===== src/rtl/fetch_stage.sv =====
// Instruction-fetch stage: holds the fetch PC, issues single-outstanding I-cache
// requests, absorbs stalls in a one-entry buffer and registers {instr, pc, valid}.
module fetch_stage #(
  parameter int unsigned             ADDRESS_WIDTH   = 32,
  parameter int unsigned             DATA_WIDTH      = 32,
  parameter logic [ADDRESS_WIDTH-1:0] PC_RESET        = 32'h00000000,
  parameter logic [DATA_WIDTH-1:0]    NOP_INSTRUCTION = 32'h00000013
) (
  input  logic                     CLK,
  input  logic                     RST_N,
  input  logic                     STALL_FETCH_STAGE,
  input  logic                     CLEAR_FETCH_STAGE,
  input  logic                     BRANCH_TAKEN,
  input  logic [ADDRESS_WIDTH-1:0] BRANCH_ADDRESS,
  output logic [ADDRESS_WIDTH-1:0] I_CACHE_ADDRESS,
  output logic                     I_CACHE_REQUEST,
  input  logic                     I_CACHE_READY,
  input  logic [DATA_WIDTH-1:0]    I_CACHE_INSTRUCTION,
  output logic [DATA_WIDTH-1:0]    INSTRUCTION,
  output logic [ADDRESS_WIDTH-1:0] PC_OUT,
  output logic                     PC_VALID
);

  typedef enum logic {FETCH, DISCARD} state_t;

  typedef struct packed {
    logic [DATA_WIDTH-1:0]    instr;
    logic [ADDRESS_WIDTH-1:0] pc;
  } fetch_ent_t;

  state_t                   r_state, w_state_nxt;
  logic [ADDRESS_WIDTH-1:0] r_fetch_pc, w_fetch_pc_nxt;
  logic [ADDRESS_WIDTH-1:0] r_pending, w_pending_nxt;
  logic                     r_buf_full, w_buf_full_nxt;
  fetch_ent_t               r_buf, w_buf_nxt;
  fetch_ent_t               r_out, w_out_nxt;
  logic                     r_valid, w_valid_nxt;

  logic                     w_req;
  logic                     w_xfer;
  logic [ADDRESS_WIDTH-1:0] w_br_addr;
  logic [ADDRESS_WIDTH-1:0] w_pc_inc;
  logic                     w_hold_req;

  assign w_req      = RST_N & ~r_buf_full;
  assign w_xfer     = w_req & I_CACHE_READY;
  assign w_br_addr  = {BRANCH_ADDRESS[ADDRESS_WIDTH-1:2], 2'b00};
  assign w_pc_inc   = r_fetch_pc + ADDRESS_WIDTH'(4);
  assign w_hold_req = STALL_FETCH_STAGE | CLEAR_FETCH_STAGE;

  assign I_CACHE_REQUEST = w_req;
  assign I_CACHE_ADDRESS = r_fetch_pc;
  assign INSTRUCTION     = r_out.instr;
  assign PC_OUT          = r_out.pc;
  assign PC_VALID        = r_valid;

  // PC / state / holding buffer
  always_comb begin
    w_state_nxt    = r_state;
    w_fetch_pc_nxt = r_fetch_pc;
    w_pending_nxt  = r_pending;
    w_buf_full_nxt = r_buf_full;
    w_buf_nxt      = r_buf;

    unique case (r_state)
      FETCH: begin
        if (w_xfer) begin
          if (BRANCH_TAKEN) begin
            w_fetch_pc_nxt = w_br_addr;
          end else begin
            w_fetch_pc_nxt = w_pc_inc;
            if (w_hold_req) begin
              w_buf_full_nxt = 1'b1;
              w_buf_nxt      = '{instr: I_CACHE_INSTRUCTION, pc: r_fetch_pc};
            end
          end
        end else if (BRANCH_TAKEN) begin
          // Request still open: keep the address stable and drop its reply later.
          if (w_req) begin
            w_pending_nxt = w_br_addr;
            w_state_nxt   = DISCARD;
          end else begin
            w_fetch_pc_nxt = w_br_addr;
          end
        end
      end
      DISCARD: begin
        if (w_xfer) begin
          w_fetch_pc_nxt = BRANCH_TAKEN ? w_br_addr : r_pending;
          w_state_nxt    = FETCH;
        end else if (BRANCH_TAKEN) begin
          w_pending_nxt = w_br_addr;
        end
      end
      default: w_state_nxt = FETCH;
    endcase

    if (BRANCH_TAKEN) begin
      w_buf_full_nxt = 1'b0;
    end else if (r_buf_full && !w_hold_req) begin
      w_buf_full_nxt = 1'b0;
    end
  end

  // Output registers toward decode
  always_comb begin
    w_out_nxt   = '{instr: NOP_INSTRUCTION, pc: '0};
    w_valid_nxt = 1'b0;
    if (BRANCH_TAKEN || CLEAR_FETCH_STAGE) begin
      w_out_nxt   = '{instr: NOP_INSTRUCTION, pc: '0};
      w_valid_nxt = 1'b0;
    end else if (STALL_FETCH_STAGE) begin
      w_out_nxt   = r_out;
      w_valid_nxt = r_valid;
    end else if (r_buf_full) begin
      w_out_nxt   = r_buf;
      w_valid_nxt = 1'b1;
    end else if (r_state == FETCH && w_xfer) begin
      w_out_nxt   = '{instr: I_CACHE_INSTRUCTION, pc: r_fetch_pc};
      w_valid_nxt = 1'b1;
    end
  end

  always_ff @(posedge CLK) begin
    if (!RST_N) begin
      r_state    <= FETCH;
      r_fetch_pc <= PC_RESET;
      r_pending  <= PC_RESET;
      r_buf_full <= 1'b0;
      r_buf      <= '{instr: NOP_INSTRUCTION, pc: '0};
      r_out      <= '{instr: NOP_INSTRUCTION, pc: '0};
      r_valid    <= 1'b0;
    end else begin
      r_state    <= w_state_nxt;
      r_fetch_pc <= w_fetch_pc_nxt;
      r_pending  <= w_pending_nxt;
      r_buf_full <= w_buf_full_nxt;
      r_buf      <= w_buf_nxt;
      r_out      <= w_out_nxt;
      r_valid    <= w_valid_nxt;
    end
  end

endmodule

===== config.mk =====
export PLATFORM = sky130hd
export DESIGN_NAME = fetch_stage
export DESIGN_NICKNAME = d
export VERILOG_FILES = /design/src/rtl/fetch_stage.sv
export SDC_FILE = /design/constraint.sdc
export NUM_CORES = 1
export LEC_CHECK = 0
export ABC_AREA = 0
export CAP_MARGIN = 20
export CORE_UTILIZATION = 35
export DETAILED_ROUTE_END_ITERATION = 12
export PLACE_DENSITY = 0.59
export SLEW_MARGIN = 25
export SYNTH_ARGS = -nofsm -noshare
export SYNTH_HDL_FRONTEND = slang
export SYNTH_SLANG_ARGS = --single-unit

===== constraint.sdc =====
create_clock -name CLK -period 4.2 [get_ports CLK]
set_input_delay 0.84 -clock CLK [delete_from_list [all_inputs] [get_ports CLK]]
set_output_delay 0.84 -clock CLK [all_outputs]
set_load 0.005 [all_outputs]

==> results by group <==
Status
  • Outcome: finished clean

Timing
  • Max Freq: 0.308 GHz
  • Slew HR: 47.7%
  • Setup TNS: 0 ns
  • Post-layout min period: 3.24 ns
  • Final setup viols: 0
  • Final-report max-slew violation count: 0
  • Worst-Margin Slew: 0.785 ns
  • RSZ-0062 raised after global routing: no
  • Fin crit share: 77.2%
  • Worst setup margin: 0.958 ns
  • Final Hold Vio Count: 0
  • Clk_skew: 0.0147 ns

Detailed routing
  • Vias: 8024
  • Total wire length: 26700 um
  • Router iterations before antenna repair: 5
  • Avg Vias per Cell: 5.38
  • Residual DRC: 0
  • Initial DRC Count: 578
  • DRT antenna net count: 0
  • Per-cell routed wire length: 17.9 um

Yosys
  • Leading area contributor after synthesis: dfxtp_1
  • Ys Warns: 0
  • Yosys cell types: 68
  • Post-Syn Area: 8480 sq um
  • Sequential share of the synthesized area: 46.0%
  • Ys flop type: dfxtp_1
  • Area contributors post-synth: dfxtp_1 (46%), nand2_1 (9.3%), a21oi_1 (7.3%)
  • Post-Synthesis Cells: 1048
  • Top cell type's share of synthesized area: 46.0%
  • Post-synthesis register bit count: 195
  • Avg Cell Area, Syn: 8.09 sq um
  • Post-synth ARST share: 0%
  • Mapped Nets: 1119
  • Number of synthesized flops with an enable pin: 0

CTS
  • Postcts setup bufs: 0
  • CTS Buf Count: 17
  • Clk_lat worst skew: 0.44 ns
  • # resized after CTS: 0
  • Clk pin slew, worst setup/hold paths: 0.07 ns
  • Sink Count: 195
  • CTS tree: built
  • CTS Buffer Depth: 2
  • Hold_buf cts: 0
  • CTS root buf: clkbuf_16
  • Htree depth: 4

Cells and area
  • Nets@finish: 1231
  • Final Util: 46.3%
  • Layout cells sized above 1: 7.16%
  • Final Instance Area: 10900 sq um
  • Register Area: 3910 sq um
  • Fillers: 2386
  • Area grow syn2layout: 28.8%
  • Multi-input gate area: 4100 sq um
  • Number of diodes: 0

Worst setup path
  • Cell repeated most along the worst path: clkdlybuf4s50_1
  • Worst Path Required: 3.36 ns
  • Delay-heaviest family, CP: buffers and inverters
  • Highest cell delay on the worst timing path: 0.76 ns
  • CP startpoint kind: input port
  • Crit path cell chain: clkdlybuf4s50_1 > nand2b_1 > inv_2 > clkdlybuf4s50_1
  • Setup CP Type: input port to output pin
  • Crit. End Element: output pin
  • Slowest CP cell: clkdlybuf4s50_1
  • Critical Path Fanout Max: 12
  • Buf/Inv on CP: 3
  • Arrival @ worst endpoint: 2.40 ns

Floorplan
  • Row Count: 56
  • I/O pins: 168
  • Starting density of the core: 35.9%
  • Full die area: 24900 sq um
  • Core Footprint: 23600 sq um
  • Die width: 158 um
  • Die span in y: 158 um

Global route
  • Largest net degree at the start of global routing: 109
  • Vias in the first global route: 7492
  • Grt ovf: 0
  • First-pass GRT wire length: 41700 um
  • GRT Total Usage: 21.6%
  • Initial antenna violation count: 0

Power
  • Max VDD drop: 0.224 mV
  • Leakage: 0.00371 uW
  • Pwr dens: 396 nW/um^2

Min path
  • Worst Hold Class: register to register

Placement
  • Post-placement setup slack: 0.797 ns
  • # port buffers: 165
  • DP Area: 10300 sq um
  • Post-DP HPWL: 17100 um
  • GP Congestion: 0.818

Job
  • Max-cap check violation count: 0
[worst reg2reg max path: stages (launching register included)]
cell	delay, ns
dfxtp_2	0.38
buf_4	0.62
nand4bb_1	0.26
nor2_1	0.13
o21ai_4	0.10
buf_4	0.60
nand2_1	0.18
a21oi_1	0.16
[kinds of logic (layout without fill, tap and decap cells)]
| logic type | after synthesis | count (layout) | share of synthesized area [%] |
|---|---|---|---|
| multiplexers | 8 | 8 | 0.974 |
| adder cells (fa/ha/maj) | 1 | 1 | 0.147 |
| buffers and inverters | 102 | 227 | 5.89 |
| AO/OA/AOI/OAI | 258 | 258 | 20.1 |
| AND/OR/NAND/NOR | 463 | 463 | 24.7 |
| XOR/XNOR | 21 | 21 | 2.17 |
| flip-flops | 195 | 195 | 46.0 |
[area by class of cell]
type / count / share of cell area, %
clock buffer: 21 / 4.21
multi-input combinational: 751 / 37.5
tap: 319 / 3.65
clock inverter: 11 / 1.58
sequential: 195 / 35.7
timing repair buffer: 187 / 17.0
inverter: 8 / 0.286
[power by group]
part | internal (uW) | leakage [uW] | switching, uW
combinational | 254 | 0.00181 | 279
sequential | 1920 | 0.00159 | 106
clock | 1030 | 0.000308 | 736
[flip-flops by register name (all words and copies together) (netlist names)]
signal,cells
INSTRUCTION,32
I_CACHE_ADDRESS,32
PC_OUT,32
PC_VALID,1
r_buf,64
r_buf_full,1
r_pending,32
r_state,1
[layout by cell type, fill, tap and decap left out, types with 13 or more instances in the layout]
cell / synthesis / routed
nand2_1: 211 / 211
dfxtp_1: 195 / 194
a211oi_1: 13 / 13
nand3_1: 15 / 15
a21oi_1: 123 / 123
nor3_1: 70 / 70
clkdlybuf4s50_1: 0 / 164
clkbuf_16: 0 / 17
o221ai_1: 15 / 15
nand4_1: 13 / 13
a221oi_1: 61 / 61
xnor2_1: 13 / 13
nor2_1: 105 / 105
buf_4: 2 / 18
[stage by stage]
stage                     hold WS (ns)  total power (uW)  std cells
after detailed placement         0.446              2600       1460
after global placement           0.441              2590       1460
after global routing             0.471              4490       1492
after CTS                        0.456              4350       1492
final                            0.456              4330       1492
after floorplan                  0.431              2330       1048
[worst paths after layout]
path / start / end / slack, ns / cells past startpoint
max: RST_N / I_CACHE_REQUEST / 0.96 / 4
min: r_buf[3] / r_buf[3] / 0.46 / 2
max reg2reg: r_buf_full / r_buf[23] / 1.72 / 7
min reg2reg: r_buf[3] / r_buf[3] / 0.46 / 2
[cell usage after synthesis, types with 3 or more instances]
library cell / n
xnor2_1: 13
mux2i_1: 6
nor4_1: 5
a31oi_1: 3
nand4_1: 13
clkbuf_1: 57
nand2_1: 211
a21oi_1: 123
nor3_1: 70
o22ai_1: 8
a221oi_1: 61
buf_2: 22
nand2b_1: 5
and2_2: 3
and2_1: 5
o21ai_0: 7
a211oi_1: 13
o211ai_1: 3
and3_1: 4
buf_1: 4
inv_2: 3
and4_1: 3
clkbuf_8: 4
nor2b_1: 3
o221ai_1: 15
o21ai_1: 8
dfxtp_1: 195
nor2_1: 105
nand3_1: 15
nor4_2: 3
xor2_1: 8
buf_6: 4
inv_1: 4
[routing by layer]
layer	up-vias	wire length, um	global-route usage [%]
li1	3930	-	-
met1	3823	12500	29.5
met2	245	12300	34.9
met3	26	1600	3.78
met4	0	305	5.87
met5	-	0	0
Note: power is estimated with default switching activity, not from simulation.
